File: config.mk
export PLATFORM = sky130hd
export DESIGN_NAME = ex_wb_hazard_controller
export DESIGN_NICKNAME = d
export VERILOG_FILES = /design/src/rtl/ex_wb_hazard_controller.sv
export SDC_FILE = /design/constraint.sdc
export NUM_CORES = 1
export LEC_CHECK = 0
export CORE_ASPECT_RATIO = 1.4
export CORE_MARGIN = 4
export CORE_UTILIZATION = 47
export DETAILED_ROUTE_END_ITERATION = 8
export MAX_ROUTING_LAYER = met4
export PLACE_DENSITY_LB_ADDON = 0.05
export SLEW_MARGIN = 0
export SYNTH_ARGS = -nofsm -noshare
export SYNTH_HDL_FRONTEND = slang
export SYNTH_SLANG_ARGS = --single-unit
File: constraint.sdc
create_clock -name clk -period 2.8 [get_ports clk]
set_input_delay 0.56 -clock clk [delete_from_list [all_inputs] [get_ports clk]]
set_output_delay 0.56 -clock clk [all_outputs]
set_load 0.1 [all_outputs]
File: src/rtl/ex_wb_hazard_controller.sv
// ----------------------------------------------------------------------------
// ex_wb_hazard_controller
//
// Hazard unit for a two-stage EX -> WB pipeline with a multi-cycle BNN
// popcount in EX and a load in W that waits on external memory.
//
// Stall/flush behaviour is a Mealy function of the current state and the
// current inputs. Pipeline registers must see a stall in the same cycle that
// the hazard appears, so these outputs are decoded combinationally from the
// registered state. They are forced low while reset is asserted.
//
// Ports
//   clk, reset          clock, asynchronous active-high reset
//   A1_E, A2_E          source register addresses of the instruction in EX
//   A3_W, A4_W          primary / secondary destinations in the EX/WB register
//   RegWriteW           write enable for A3_W
//   Reg2WriteW          write enable for A4_W
//   MemReadW            load in W is waiting on external memory
//   mem_ready           external read data valid this cycle
//   PopStartE           multi-cycle popcount in EX
//   BranchTakenE        branch/jump in EX resolved taken
//   StallF/E/W          hold fetch / EX input register / EX/WB register
//   FlushE/W            load a bubble into EX input / EX/WB register
//   ForwardAE/BE        00 regfile, 01 ALUResultW, 10 length_adjusted_W
//   stall_cycles        saturating count of cycles with StallE=1
//   o_state_dbg         current FSM state (00 RUN, 01 MEM_WAIT, 10 POP)
//
// There is no valid/ready handshake here: mem_ready is a one-cycle
// data-valid strobe sampled only while a load waits in W.
// ----------------------------------------------------------------------------
module ex_wb_hazard_controller #(
   parameter int unsigned POP_CYCLES = 4
) (
   input  logic        clk,
   input  logic        reset,
   input  logic [4:0]  A1_E,
   input  logic [4:0]  A2_E,
   input  logic [4:0]  A3_W,
   input  logic [4:0]  A4_W,
   input  logic        RegWriteW,
   input  logic        Reg2WriteW,
   input  logic        MemReadW,
   input  logic        mem_ready,
   input  logic        PopStartE,
   input  logic        BranchTakenE,
   output logic        StallF,
   output logic        StallE,
   output logic        StallW,
   output logic        FlushE,
   output logic        FlushW,
   output logic [1:0]  ForwardAE,
   output logic [1:0]  ForwardBE,
   output logic [31:0] stall_cycles,
   output logic [1:0]  o_state_dbg
);

   typedef enum logic [1:0] {
      ST_RUN      = 2'd0,
      ST_MEM_WAIT = 2'd1,
      ST_POP      = 2'd2
   } state_t;

   // The first popcount cycle is spent in RUN and the last one (cnt==0)
   // releases the stall, so the counter covers the POP_CYCLES-2 in between.
   localparam logic [3:0] POP_LOAD = 4'(POP_CYCLES - 2);

   state_t      r_state;
   logic [3:0]  r_cnt;
   logic [31:0] r_stall_cycles;

   state_t      w_next_state;
   logic [3:0]  w_next_cnt;

   // Next-state and stall/flush decode
   always_comb begin
      w_next_state = r_state;
      w_next_cnt   = r_cnt;
      StallF       = 1'b0;
      StallE       = 1'b0;
      StallW       = 1'b0;
      FlushE       = 1'b0;
      FlushW       = 1'b0;
      if (!reset) begin
         case (r_state)
            ST_RUN: begin
               // A load waiting on memory outranks popcount and branch:
               // the whole pipe must freeze until the data arrives.
               if (MemReadW && !mem_ready) begin
                  StallF       = 1'b1;
                  StallE       = 1'b1;
                  StallW       = 1'b1;
                  w_next_state = ST_MEM_WAIT;
               end else if (PopStartE) begin
                  StallF       = 1'b1;
                  StallE       = 1'b1;
                  FlushW       = 1'b1;
                  w_next_state = ST_POP;
                  w_next_cnt   = POP_LOAD;
               end else if (BranchTakenE) begin
                  FlushE = 1'b1;
               end
            end
            ST_MEM_WAIT: begin
               // Still stalled in the cycle mem_ready arrives; W captures
               // the data on that edge.
               StallF = 1'b1;
               StallE = 1'b1;
               StallW = 1'b1;
               if (mem_ready) begin
                  w_next_state = ST_RUN;
               end
            end
            ST_POP: begin
               if (r_cnt != 4'd0) begin
                  StallF     = 1'b1;
                  StallE     = 1'b1;
                  FlushW     = 1'b1;
                  w_next_cnt = r_cnt - 4'd1;
               end else begin
                  // Final cycle: nothing held, W captures the result.
                  w_next_state = ST_RUN;
               end
            end
            default: begin
               w_next_state = ST_RUN;
               w_next_cnt   = 4'd0;
            end
         endcase
      end
   end

   always_ff @(posedge clk or posedge reset) begin
      if (reset) begin
         r_state        <= ST_RUN;
         r_cnt          <= 4'd0;
         r_stall_cycles <= 32'd0;
      end else begin
         r_state <= w_next_state;
         r_cnt   <= w_next_cnt;
         if (StallE && (r_stall_cycles != 32'hFFFF_FFFF)) begin
            r_stall_cycles <= r_stall_cycles + 32'd1;
         end
      end
   end

   // Forwarding: the primary destination wins over the secondary one;
   // register 0 is never forwarded.
   always_comb begin
      ForwardAE = 2'b00;
      if (RegWriteW && (A3_W != 5'd0) && (A3_W == A1_E)) begin
         ForwardAE = 2'b01;
      end else if (Reg2WriteW && (A4_W != 5'd0) && (A4_W == A1_E)) begin
         ForwardAE = 2'b10;
      end
   end

   always_comb begin
      ForwardBE = 2'b00;
      if (RegWriteW && (A3_W != 5'd0) && (A3_W == A2_E)) begin
         ForwardBE = 2'b01;
      end else if (Reg2WriteW && (A4_W != 5'd0) && (A4_W == A2_E)) begin
         ForwardBE = 2'b10;
      end
   end

   assign stall_cycles = r_stall_cycles;
   assign o_state_dbg  = r_state;

endmodule
## Word-level counts from Yosys, hierarchy flattened

Index checks and enable logic that the tools add are counted.

- Flip-flop bits (word level): 38
- Input bits: 28
- Output and inout port bits: 43
- Word-level logic and storage cells: 64

- Add/subtract/negate cells: 2
- Equal/unequal tests: 13
- Mux-type cells: 29
- Bitwise operators: 2
- Reductions and logical operators: 15

Operators by type and width:

| kind | count |
|---|---|
| adder 32 x 1 -> 32 bit, second input constant | 1 |
| inequality test 32 bit, second input constant | 1 |
| equality test 5 bit | 4 |
| 2-to-1 mux 2 bit | 8 |
| 2-to-1 mux 1 bit | 13 |
| 2-to-1 mux 4 bit | 3 |
| case mux 4 bit (3 select lines) | 1 |
| inequality test 2 bit, second input constant | 5 |
| nonzero test 5 bit | 2 |
| logical AND 1 bit | 8 |
| case mux 2 bit (3 select lines) | 1 |
| AND reduction 5 bit | 1 |
| case mux 1 bit (2 select lines) | 2 |
| AND reduction 4 bit | 1 |
| nonzero test 4 bit | 1 |
| subtractor 4 x 1 -> 4 bit, second input constant | 1 |
| inequality test 3 bit, second input constant | 1 |
| case mux 1 bit (3 select lines) | 1 |
| equality test 2 x 1 -> 1 bit, second input constant | 1 |
| equality test 2 bit, second input constant | 1 |
| zero test 2 bit | 1 |
| NOT 1 bit | 2 |
| zero test 1 bit | 1 |

## Logic depth before layout (Yosys ltp)

- Depth after elaboration: 6
- Depth in mapped cells: 10
- Mapped depth without buffers: 8

## Worst setup path after synthesis

Ideal clock, no wire load.

- Path type: input to output
- Start: in A3_W[4]
- End: out ForwardAE[1]
- Data arrival time: 5765 ps
- Data required time: 2240 ps
- Setup slack: -3525 ps
- Stages: 4
- Path buffers: 0
- Cell sequence: xnor2_1 > nand3_1 > nor4_1 > nor4_1

- Word-level cells in the longest chain between the ends: 4
- Elaborated cells on any way between the ends: 5
- Classes of those cells: 1 x eq/ne; 1 x mux; 3 x reduce/logical

Ends and longest elaborated chain:

| element | RTL line | text |
|---|---|---|
| from (decl) | 38 | `input logic [4:0] A3_W,` |
| nonzero test 5 bit | 150 | `if (RegWriteW && (A3_W != 5'd0) && (A3_W == A1_E)) begin` |
| logical AND 1 bit | 150 |  |
| logical AND 1 bit * | 150 |  |
| 2-to-1 mux 2 bit * | 150 |  |
| to (decl) | 51 | `output logic [1:0] ForwardAE,` |

Mark *: on every way between the ends. The rest lies on a longest branch, timed or not.

## Final worst setup path

- Start: in A1_E[4]
- End: out ForwardAE[1]

- Word-level cells in the longest chain between the ends: 4
- Elaborated cells on any way between the ends: 6
- Classes of those cells: 2 x eq/ne; 2 x mux; 2 x reduce/logical

Ends and longest elaborated chain:

| element | RTL line | text |
|---|---|---|
| from (decl) | 36 | `input logic [4:0] A1_E,` |
| equality test 5 bit | 152 | `end else if (Reg2WriteW && (A4_W != 5'd0) && (A4_W == A1_E)) begin` |
| logical AND 1 bit | 152 |  |
| 2-to-1 mux 2 bit | 152 |  |
| 2-to-1 mux 2 bit * | 150 |  |

Marked as above.

==> results_dict.tcl <==
set metrics [dict create \
    powerDensity_nw_per_um2 654 \
    drt_iter0_markers 83 \
    io_pins 71 \
    ys_ff_latch 38 \
    start_kind "input port" \
    max_stage_delay_ns 0.52 \
    clockBufferDepth 2 \
    ir_drop_mv 0.696 \
    ys_warn_count 0 \
    fin_util_pct 72.1 \
    dp_hpwl_um 4820 \
    layout_setup_ws_ns 0.0500 \
    synthArstFlopShare_pct 100 \
    cts_root_buf "clkbuf_8" \
    max_slew_margin_pct 55.8 \
    ant_nets 0 \
    hold_viol_final 0 \
    path_class "in2out" \
    cp_num_buf_inv 2 \
    avgSynthCellArea_sq_um 9.87 \
    drv_cap 0 \
    avgRoutedWirePerCell_um 15.5 \
    intPower_mw 1.22 \
    cts.sinks 38 \
    grt_overflow 0 \
    area_growth_pct 49.3 \
    tns_ns 0 \
    power_frac_clock_pct 20.1 \
    htree_levels 2 \
    synth_top_area_cell "dfrtp_1" \
    cts_tree "built" \
    period_minus_slack_ns 2.75 \
    layout.nets 360 \
    firstDrtPassIters 4 \
    skew_ns 0.00905 \
    cp_max_fo 2 \
    syn_nets 266 \
    p_switching_mw 1.05 \
    finalSetupViolations 0 \
    critPathRequiredTime_ns 2.24 \
    track_usage_pct 22.5 \
    drc 0 \
    yosysMostFrequentCell "dfrtp_1" \
    insertion_delay_ns 0.29 \
    initial_core_util_pct 48.3 \
    worstMarginPinSlew_ns 0.657 \
    ys_seq_area_share_pct 41.0 \
    fp.dieH_um 91.1 \
    clk_pin_slew_worst_paths_ns 0.07 \
    synth_edf_count 0 \
    hold_class "reg2reg" \
    die_w_um 67.4 \
    cp.arrival_ns 2.19 \
    leakagePower_nw 1.52 \
    dieArea_sq_um 6140 \
    syn_inst 235 \
    cp-end-kind "primary output" \
    fp-row-count 30 \
    via_per_inst 5.37 \
    crit_chain "clkdlybuf4s50_1 -> xor2_1 -> or4_4 -> nor4_4 -> buf_12" \
    place_congestion 0.790 \
    synth_ff_type "dfrtp_1" \
    rsz0062_at_grt "no" \
    port-buffer-count 70 \
    p_seq_share_pct 32.5 \
    dp_slack_ns -0.193 \
    coreArea_sq_um 4800 \
    postRouteWirelength_um 6120 \
    drive_above_1_share_pct 30.3 \
    max_freq_mhz 364 \
    drv_slew 0 \
    crit_path_top_delay_cell "or4_4" \
    cp_top_family "simple AND/OR/NAND/NOR gates" \
    yosysUniqueCellTypes 46 \
    antenna_found_initial 0 \
    n_fill_cell 398 \
    grt_pass1_wl_um 10400 \
    syn_area_sq_um 2320 \
    yosysTopAreaCellShare_pct 41.0 \
    status "complete, no violations" \
    cts_hold_buf 0 \
    ys_top_cells_by_count "dfrtp_1 (38), xnor2_1 (32), nand4_1 (20), xor2_1 (19), nand3_1 (17)" \
    switching_share_pct 46.1 \
    synth.area.top_cells "dfrtp_1 (41%), xnor2_1 (12%), xor2_1 (7.2%), nand4_1 (5.4%), nand3_1 (3.7%)" \
    cts_buffers 5 \
    via_count 2116 \
    holdWs_ns 0.508 \
    grt_pass1_vias 2180 \
    insertedDiodeCount 0 \
    grt_max_degree 24 \
    power_frac_comb_pct 47.5 \
    fin_crit_sh_pct 98.2 \
]
[flip-flops by register name, summed over array words and instances, names as in the netlist]
register and flops:
o_state_dbg 2, r_cnt 4, stall_cycles 32
[power by group through the flow]
| stage | combinational, mW | sequential [mW] | clock [mW] |
|---|---|---|---|
| 6_report | 1.08 | 0.736 | 0.455 |
| 5_1_grt | 1.14 | 0.753 | 0.492 |
| 4_1_cts | 1.08 | 0.736 | 0.462 |
| 3_5_place_dp | 1.08 | 0.747 | 0 |
| 3_3_place_gp | 1.07 | 0.744 | 0 |
| 2_1_floorplan | 0.455 | 1.09 | 0 |
[worst paths after layout]
path                               start               end  slack (ns)  depth (start not counted)
min in group asynchronous          reset  stall_cycles[23]        0.80                          4
worst min-delay path            r_cnt[1]          r_cnt[1]        0.51                          1
max in group asynchronous          reset    o_state_dbg[0]        1.71                          4
worst max register to register  r_cnt[0]  stall_cycles[29]        0.56                          9
worst min register to register  r_cnt[1]          r_cnt[1]        0.51                          1
worst max-delay path             A1_E[4]      ForwardAE[1]        0.05                          5
[per-stage QoR]
stage | instances | instance area [sq um] | power [mW]
global route | 394 | 3460 | 2.38
global placement | 385 | 3320 | 1.81
finish | 394 | 3460 | 2.27
CTS | 394 | 3440 | 2.28
detailed placement | 385 | 3320 | 1.83
floorplan | 235 | 2430 | 1.55
[timing repair]
action                     in CTS  in global routing
pin swaps                       6                  8
buffers inserted                1                  0
gates resized for setup         7                 10
setup endpoints to repair       2                  4
[area by class of cell]
cell class	instances	area [sq um]	area share, %
Multi-Input combinational cell	184	1390	40.2
Sequential cell	38	956	27.6
Timing Repair Buffer	94	897	25.9
Tap cell	64	80.1	2.31
Clock buffer	5	68.8	1.99
Clock inverter	3	40.0	1.16
Inverter	6	27.5	0.795
[per-layer routing]
layer / global-route usage (%) / wire, um / vias up / share of wire, %
met5: - / 0 / - / 0
met4: 8.12 / 144 / 0 / 2.4
met3: 3.84 / 233 / 13 / 3.8
met2: 39.3 / 3380 / 40 / 55
met1: 25.1 / 2370 / 1024 / 39
li1: - / - / 1039 / -
[logic make-up (layout without fill, tap and decap cells)]
group,count (synthesis),count (layout),share of synthesized area [%]
buf+inv,13,108,3.51
simple gates,113,113,29.8
xor+xnor,51,51,19.3
compound gates,16,16,4.26
flops,38,38,41.0
fa+ha+maj,3,3,1.62
mux,1,1,0.486
[worst reg2reg max path, delay by kind of cell, from the launching register on]
family,cells,cell delay (ns)
and+or+nand+nor,4,0.95
buffers and inverters,3,0.43
adders and majority gates,1,0.21
DFF,1,0.39
xor gates and xnor gates,1,0.16
[cells in the final DEF, fill, tap and decap left out, types with 4 or more instances in the layout]
cell and instances:
nor4_4 5, and4_1 6, clkdlybuf4s50_1 16, inv_1 4
nand2_1 14, and3_1 5, nand3_1 17, clkbuf_8 5
buf_12 9, xnor2_1 32, and2_1 4, nor3_1 4
nor2_1 11, buf_4 58, nand4_1 20, or4_4 4
dlymetal6s2s_1 6, xor2_1 19, dfrtp_1 36
Power figures use the tool's default switching activity.
